## config.mk

```make
export PLATFORM = sky130hd
export DESIGN_NAME = issue_sched_flat
export DESIGN_NICKNAME = d
export VERILOG_FILES = /design/src/rtl/issue_sched_if.sv /design/src/rtl/issue_sched.sv /design/src/flat_wrapper.sv
export SDC_FILE = /design/constraint.sdc
export NUM_CORES = 1
export LEC_CHECK = 0
export ABC_AREA = 1
export BUFFER_PORTS_ARGS = -buffer_cell sky130_fd_sc_hd__buf_2
export CORE_ASPECT_RATIO = 0.9
export CORE_MARGIN = 3
export CORE_UTILIZATION = 47
export DETAILED_ROUTE_END_ITERATION = 7
export PLACE_DENSITY = 0.77
export RECOVER_POWER = 100
export SETUP_SLACK_MARGIN = 0.2
export SLEW_MARGIN = 40
export SYNTH_ARGS = -nofsm -noshare
export SYNTH_HDL_FRONTEND = slang
export SYNTH_SLANG_ARGS = --single-unit
```

## constraint.sdc

```tcl
create_clock -name clk -period 1.6 [get_ports clk]
set_input_delay 0.24 -clock clk [delete_from_list [all_inputs] [get_ports clk]]
set_output_delay 0.24 -clock clk [all_outputs]
set_load 0.01 [all_outputs]
```

## src/rtl/issue_sched_if.sv

```systemverilog
// Decoder-to-scheduler op bus: one decoded op per valid/ready handshake.
interface issue_sched_if;
    logic       op_valid;
    logic       op_ready;
    logic [2:0] op_a;
    logic [2:0] op_b;
    logic [2:0] op_d;
    logic       op_dw;
    logic       op_fw;
    logic       op_fr;

    modport master (
        output op_valid, op_a, op_b, op_d, op_dw, op_fw, op_fr,
        input  op_ready
    );

    modport slave (
        input  op_valid, op_a, op_b, op_d, op_dw, op_fw, op_fr,
        output op_ready
    );
endinterface

```

## src/rtl/issue_sched.sv

```systemverilog
// Single-issue scheduler: regfile read addressing, one-op execute slot, writeback strobes,
// RMW flag-write arbitration and ALU watchdog. Build option ISSUE_BYPASS_EN removes the RAW bubble.
module issue_sched #(
    parameter int PC_REG     = 3,
    parameter int TMO_CYCLES = 64
) (
    input  logic        clk,
    input  logic        rst,
    issue_sched_if.slave dec,
    output logic [2:0]  r_a_addr,
    output logic [2:0]  r_b_addr,
    output logic        alu_start,
    input  logic        alu_done,
    output logic        alu_d_wr,
    output logic [2:0]  alu_d_adr,
    output logic        alu_sf_wr,
    input  logic        rmw_req,
    output logic        rmw_sf_w,
    input  logic        flush,
    output logic        x_busy,
    output logic        exec_tmo
);

    localparam int             WD_W    = $clog2(TMO_CYCLES);
    localparam logic [WD_W-1:0] WD_LAST = WD_W'(TMO_CYCLES - 1);

    typedef enum logic {X_IDLE, X_BUSY} x_state_e;

    x_state_e        x_state_q, x_state_d;
    logic [2:0]      x_dst_q, x_dst_d;
    logic            x_dw_q, x_dw_d;
    logic            x_fw_q, x_fw_d;
    logic [WD_W-1:0] wdog_q, wdog_d;
    logic            tmo_q, tmo_d;
    logic            start_q, start_d;

    logic       x_done;
    logic       expire;
    logic       hazard;
    logic       fire;
    logic       writeback;
    logic [1:0] src_hit;
    logic [2:0] src_idx [2];

    assign r_a_addr   = dec.op_a;
    assign r_b_addr   = dec.op_b;
    assign src_idx[0] = dec.op_a;
    assign src_idx[1] = dec.op_b;

    assign x_busy = (x_state_q == X_BUSY);
    assign x_done = x_busy & alu_done;
    assign expire = x_busy & ~alu_done & (wdog_q == WD_LAST);

    genvar gi;
    generate
        for (gi = 0; gi < 2; gi++) begin : g_src
            assign src_hit[gi] = (src_idx[gi] == x_dst_q);
        end
    endgenerate

`ifdef ISSUE_BYPASS_EN
    // Regfile forwards the same-cycle write to the read port, so dependents issue immediately.
    assign hazard = 1'b0;
`else
    localparam logic [2:0] PC_IDX = 3'(PC_REG);
    assign hazard = x_done & x_dw_q & (x_dst_q != PC_IDX) & (|src_hit);
`endif

    // A waiting flag reader yields to the memory unit's RMW flag update.
    assign dec.op_ready = ~rst & ~flush & (~x_busy | x_done) & ~hazard
                        & ~(dec.op_fr & rmw_req);
    assign fire         = dec.op_valid & dec.op_ready;

    assign writeback = x_done & ~flush & ~rst;
    assign alu_d_wr  = writeback & x_dw_q;
    assign alu_sf_wr = writeback & x_fw_q;
    assign alu_d_adr = x_busy ? x_dst_q : 3'd0;
    assign alu_start = start_q & ~rst;
    assign exec_tmo  = tmo_q;

    // The RMW is younger than a flag-writing op in execute, so it waits for that op to retire.
    assign rmw_sf_w = rmw_req & ~(x_busy & x_fw_q) & ~rst;

    always_comb begin
        x_state_d = x_state_q;
        x_dst_d   = x_dst_q;
        x_dw_d    = x_dw_q;
        x_fw_d    = x_fw_q;
        wdog_d    = wdog_q;
        tmo_d     = tmo_q;
        start_d   = fire;

        if (fire) begin
            x_state_d = X_BUSY;
            x_dst_d   = dec.op_d;
            x_dw_d    = dec.op_dw;
            x_fw_d    = dec.op_fw;
            wdog_d    = '0;
        end else if (x_busy) begin
            if (flush || alu_done || expire) begin
                x_state_d = X_IDLE;
            end else begin
                wdog_d = wdog_q + 1'b1;
            end
        end

        // A flushed op is killed, not timed out.
        if (expire && !flush) begin
            tmo_d = 1'b1;
        end
    end

    always_ff @(posedge clk) begin
        if (rst) begin
            x_state_q <= X_IDLE;
            x_dst_q   <= 3'd0;
            x_dw_q    <= 1'b0;
            x_fw_q    <= 1'b0;
            wdog_q    <= '0;
            tmo_q     <= 1'b0;
            start_q   <= 1'b0;
        end else begin
            x_state_q <= x_state_d;
            x_dst_q   <= x_dst_d;
            x_dw_q    <= x_dw_d;
            x_fw_q    <= x_fw_d;
            wdog_q    <= wdog_d;
            tmo_q     <= tmo_d;
            start_q   <= start_d;
        end
    end

endmodule

```

## src/flat_wrapper.sv

```systemverilog
// flat-port wrapper written by rule: the top's interface ports become plain ports
module issue_sched_flat 
#(
    parameter int PC_REG     = 3,
    parameter int TMO_CYCLES = 64
)
  (clk, rst, r_a_addr, r_b_addr, alu_start, alu_done, alu_d_wr, alu_d_adr, alu_sf_wr, rmw_req, rmw_sf_w, flush, x_busy, exec_tmo, dec_op_valid, dec_op_a, dec_op_b, dec_op_d, dec_op_dw, dec_op_fw, dec_op_fr, dec_op_ready);
  issue_sched_if dec_i ();
  input  logic clk;
  input  logic rst;
  output logic [2:0] r_a_addr;
  output logic [2:0] r_b_addr;
  output logic alu_start;
  input  logic alu_done;
  output logic alu_d_wr;
  output logic [2:0] alu_d_adr;
  output logic alu_sf_wr;
  input  logic rmw_req;
  output logic rmw_sf_w;
  input  logic flush;
  output logic x_busy;
  output logic exec_tmo;
  input wire logic [$bits(dec_i.op_valid)-1:0] dec_op_valid;
  input wire logic [$bits(dec_i.op_a)-1:0] dec_op_a;
  input wire logic [$bits(dec_i.op_b)-1:0] dec_op_b;
  input wire logic [$bits(dec_i.op_d)-1:0] dec_op_d;
  input wire logic [$bits(dec_i.op_dw)-1:0] dec_op_dw;
  input wire logic [$bits(dec_i.op_fw)-1:0] dec_op_fw;
  input wire logic [$bits(dec_i.op_fr)-1:0] dec_op_fr;
  output wire logic [$bits(dec_i.op_ready)-1:0] dec_op_ready;
  assign dec_i.op_valid = dec_op_valid;
  assign dec_i.op_a = dec_op_a;
  assign dec_i.op_b = dec_op_b;
  assign dec_i.op_d = dec_op_d;
  assign dec_i.op_dw = dec_op_dw;
  assign dec_i.op_fw = dec_op_fw;
  assign dec_i.op_fr = dec_op_fr;
  assign dec_op_ready = dec_i.op_ready;
  issue_sched #(.PC_REG(PC_REG), .TMO_CYCLES(TMO_CYCLES)) u_core (.clk(clk), .rst(rst), .dec(dec_i), .r_a_addr(r_a_addr), .r_b_addr(r_b_addr), .alu_start(alu_start), .alu_done(alu_done), .alu_d_wr(alu_d_wr), .alu_d_adr(alu_d_adr), .alu_sf_wr(alu_sf_wr), .rmw_req(rmw_req), .rmw_sf_w(rmw_sf_w), .flush(flush), .x_busy(x_busy), .exec_tmo(exec_tmo));
endmodule
```

== Word level (Yosys, flattened, before mapping) ==
Cells that the tools add are included.

* Add/subtract/negate cells: 1
* Equality and inequality tests: 4
* Mux-type cells: 4
* Bitwise operators: 29
* Reductions and logical operators: 7

{| class="wikitable"
|+ Operators by type and width
! cell !! number
|-
| 1-bit AND || 20
|-
| 1-bit NOT || 8
|-
| 6-bit by 1-bit adder with 6-bit output, second input constant || 1
|-
| 3-bit == test || 2
|-
| 6-bit == test, second input constant || 1
|-
| 2-bit OR reduction || 2
|-
| 1-bit 2-to-1 mux || 3
|-
| 3-bit 2-to-1 mux || 1
|-
| 3-bit by 2-bit inequality test with 1-bit output, second input constant || 1
|-
| 1-bit logical OR || 2
|-
| 2-bit AND reduction || 1
|-
| 1-bit logical AND || 1
|-
| 1-bit zero test || 1
|-
| 1-bit bitwise OR || 1
|}

* Bits in registers: 14
* Input bits: 18
* Output and inout port bits: 16
* Logic and storage cells: 52

== Depth between registers and ports, before layout ==
* Depth after elaboration: 9
* Depth in mapped cells: 10
* Mapped depth without buffers: 10

== Worst setup path before layout ==
No wires, ideal clock.

* Path type: flip-flop to output port
* Start point: reg u_core.x_state_q (netlist: u_core.x_busy)
* End point: out dec_op_ready
* Arrival time: 1.035 ns
* Data required time: 1.360 ns
* Setup slack: 0.325 ns
* Stages on the path, launching flop included: 8
* Path buffers: 0
* Path through: dfxtp_1 > nand2_1 > inv_1 > nand2_1 > a31oi_2 > nand2_2 > nand2_1 > inv_1

* Word-level cells in the longest chain between the ends: 7
* Elaborated cells between the ends (all ways): 10
* Those cells by class: bitwise (10)

{| class="wikitable"
|+ RTL lines
! what !! RTL line !! RTL
|-
| start: declaration || issue_sched.sv:29 || <nowiki>x_state_e x_state_q, x_state_d;</nowiki>
|-
| start signal: assignment || issue_sched.sv:123 || <nowiki>x_state_q <= x_state_d;</nowiki>
|-
| 1-bit AND || issue_sched.sv:51 || <nowiki>assign x_done = x_busy & alu_done;</nowiki>
|-
| 1-bit AND (3 in series) || issue_sched.sv:66 || <nowiki>assign hazard = x_done & x_dw_q & (x_dst_q != PC_IDX) & (|src_hit);</nowiki>
|-
| 1-bit NOT || issue_sched.sv:70 || <nowiki>assign dec.op_ready = ~rst & ~flush & (~x_busy | x_done) & ~hazard</nowiki>
|-
| 1-bit AND (*) || issue_sched.sv:70 ||
|-
| 1-bit AND (*) || issue_sched.sv:71 || <nowiki>& ~(dec.op_fr & rmw_req);</nowiki>
|-
| end: declaration || flat_wrapper.sv:30 || <nowiki>output wire logic [$bits(dec_i.op_ready)-1:0] dec_op_ready;</nowiki>
|}

Every way passes the cells marked *; elsewhere a longest branch is shown, timed or not.

== Worst setup path in the final report ==
Same ends and word-level chain as after synthesis.

==> metrics.yaml <==
finish:
  regArea_sq_um: 293
  multi_input_area_sq_um: 512
  antenna_cells: 0
  syn_to_final_growth_pct: 38.8
  fin_util_pct: 71.4
  fill_cells: 154
  drive_gt1_share_pct: 36.7
  nNetsFinal: 198
synthesis:
  yosysTopAreaCell: "dfxtp_1"
  synth_nets: 151
  synth_cell_type_count: 21
  synth_seq_cells: 14
  synth_warnings: 0
  postSynthCellCount: 132
  synth_area_per_cell_sq_um: 6.69
  yosysSeqAreaShare_pct: 31.7
  synth_top_area_share_pct: 31.7
  netlist_area_sq_um: 883
  synth_area_leaders: "dfxtp_1, nand2_1, inv_1"
timing:
  skew_ps: 4.23
  drv_slew: 0
  clock.fmax_mhz: 668
  period_needed_ps: 1500
  worstMarginPinSlew_ps: 273
  hold_viol_final: 0
  setup_viol: 0
  slew_headroom_pct: 81.8
  rsz0062_at_grt: "yes"
  fin_crit_sh_pct: 93.6
min_path:
  min_from: "rst"
  hold_path.class: "in -> reg"
clocking:
  cts_buffer_depth: 2
  htree_levels: 1
  insertion_delay_ps: 270
  holdBufCountCts: 0
  clk_pin_slew_ps: 80
  cts_tree: "yes"
  cts_inserted_buffers: 3
  clock-root-buffer: "clkbuf_4"
  cts_sinks: 14
detailed_routing:
  vias: 986
  post_drt_wl_per_cell_um: 11.4
  drtIter0Drc: 24
  drc: 0
  vias_per_cell: 4.91
  first_pass_iters: 4
  wl_mm: 2.30
  antenna_left: 0
worst_setup_path:
  criticalPathCategory: "reg -> out"
  cp.required_ps: 1360
  reg2reg_from: "u_core.x_dst_q[1]$_SDFFE_PP0P_"
  cp.arrival_ps: 1260
  crit_path_end_kind: "output pin"
  crit_start: "u_core.x_busy$_SDFF_PP0_"
  critPathLaunchType: "register"
  crit_fanout: 3
floorplanning:
  die-area_sq_mm: 0.00244
  die_width_um: 51.7
  die_y_um: 47.1
  row_count: 14
  core_sq_mm: 0.00172
  start_util_pct: 51.5
  io-pin-count: 34
place:
  place_congestion: 0.733
  port_buffers: 33
  dp_hpwl_mm: 1.53
power:
  power.total_w: 0.000701
  p_switching_w: 0.000194
  p_per_area_mw_per_mm2: 572
  clkPwrFrac_pct: 27.3
  p_int_w: 0.000507
  power_frac_comb_pct: 20.8
  switching_share_pct: 27.7
  leakagePower_nw: 0.647
  ir_worst_vdd_v: 0.000497
  pwr-share-seq_pct: 52.0
flow_run:
  max_cap_viol_count: 0
global_routing:
  grt_max_degree: 9
  grt_pass1_wl_mm: 3.31
  grt_pass1_vias: 826
  grt.total_usage_pct: 18.0
  antenna_found_initial: 0
  overflow: 0
run_status:
  status: "finished clean"
through the flow:
stage / cells / setup slack [ps] / TNS, ps / hold slack (ps) / area [sq um]
2_1_floorplan: 132 / 325 / 0 / 312 / 883
3_3_place_gp: 184 / 238 / 0 / 459 / 1040
3_5_place_dp: 184 / 221 / 0 / 461 / 1040
4_1_cts: 190 / 87.7 / 0 / 162 / 1120
5_1_grt: 201 / -1.85 / -1.85 / 186 / 1230
6_report: 201 / 103 / 0 / 176 / 1230
registers in the layout, indices dropped and copies added (netlist names):
name / cells
u_core.wdog_q: 6
u_core.x_dst_q: 3
u_core.exec_tmo: 1
u_core.start_q: 1
u_core.x_busy: 1
u_core.x_dw_q: 1
u_core.x_fw_q: 1
power groups by stage:
stage,Clock (W),Sequential [W],Combinational (W)
after floorplan,0,0.000374,0.0000657
after global placement,0,0.000375,0.000106
after detailed placement,0,0.000375,0.000109
after CTS,0.000199,0.000365,0.000120
after global routing,0.000216,0.000366,0.000161
final,0.000191,0.000364,0.000146
Yosys cell counts:
cell and number:
a21oi_1 1, a31oi_2 1, buf_4 6, dfxtp_1 14, ha_1 1, inv_1 22, inv_2 2, nand2_1 39
nand2_2 2, nand2_4 1, nand3_1 13, nand3_4 1, nand4_1 6, nor2_1 12, nor2_2 1, nor2_4 2
nor2_8 1, nor3_1 1, o21ai_0 1, xnor2_1 3, xor2_1 2
area by class of cell:
| class | instances | share of cell area [%] |
|---|---|---|
| clock buffer | 3 | 1.84 |
| multi-input combinational | 88 | 41.7 |
| timing repair buffer | 48 | 22.6 |
| sequential | 14 | 23.9 |
| inverter | 24 | 7.55 |
| tap | 24 | 2.45 |
path summary, 6_finish.rpt:
check | end | slack [ps] | cells after the start
setup / recovery | dec_op_ready | 100 | 8
hold / removal | u_core.exec_tmo$_SDFFE_PP0P_ | 180 | 2
setup reg to reg | u_core.wdog_q[0]$_SDFFE_PP0P_ | 150 | 11
hold reg to reg | u_core.exec_tmo$_SDFFE_PP0P_ | 480 | 2
critical path, stage by stage, from the launching register on:
cell     delay, ps
dfxtp_2        350
nand2_2         50
inv_2           60
nand2_2         70
a31oi_4        170
nand2_4         70
nand2_1         50
inv_1           30
buf_2          120
cells by family (layout without fill, tap and decap cells):
group	count (synthesis)	in the layout	share of synthesized area, %
XOR/XNOR	5	5	4.96
AND/OR/NAND/NOR	79	79	44.1
AO/OA/AOI/OAI	3	3	2.55
adder cells (fa/ha/maj)	1	1	1.42
buffers and inverters	30	75	15.3
flip-flops	14	14	31.7
cells in the final DEF (no fill, tap or decap):
master / netlist / routed
nand2_4: 1 / 3
o21ai_0: 1 / 1
dfxtp_1: 14 / 10
nor2_2: 1 / 1
dfxtp_4: 0 / 3
buf_4: 6 / 12
clkbuf_1: 0 / 12
a21oi_1: 1 / 1
a31oi_4: 0 / 1
nor2_8: 1 / 1
buf_6: 0 / 1
xor2_1: 2 / 2
xnor2_1: 3 / 2
inv_1: 22 / 19
xnor2_2: 0 / 1
inv_2: 2 / 4
nand2_1: 39 / 34
nand4_1: 6 / 6
nand3_2: 0 / 2
nand2_2: 2 / 5
inv_4: 0 / 1
ha_1: 1 / 1
buf_2: 0 / 22
buf_12: 0 / 1
nor2_1: 12 / 11
clkbuf_4: 0 / 3
nand3_1: 13 / 12
nor3_1: 1 / 1
nor2_4: 2 / 3
dfxtp_2: 0 / 1
repair_timing:
item                       4_1_cts  5_1_grt
pin swaps                        3       11
gates resized for setup         13       11
setup endpoints to repair        1        7
buffers inserted                 3       11
layer usage:
metal  vias to the layer above  wire [um]  GRT usage [%]
met2                        46       1150           36.3
li1                        495          -              -
met3                         4        147           1.90
met5                         -          0              0
met4                         0         27           6.28
met1                       441        976           20.0
(Power assumes the default switching activity.)
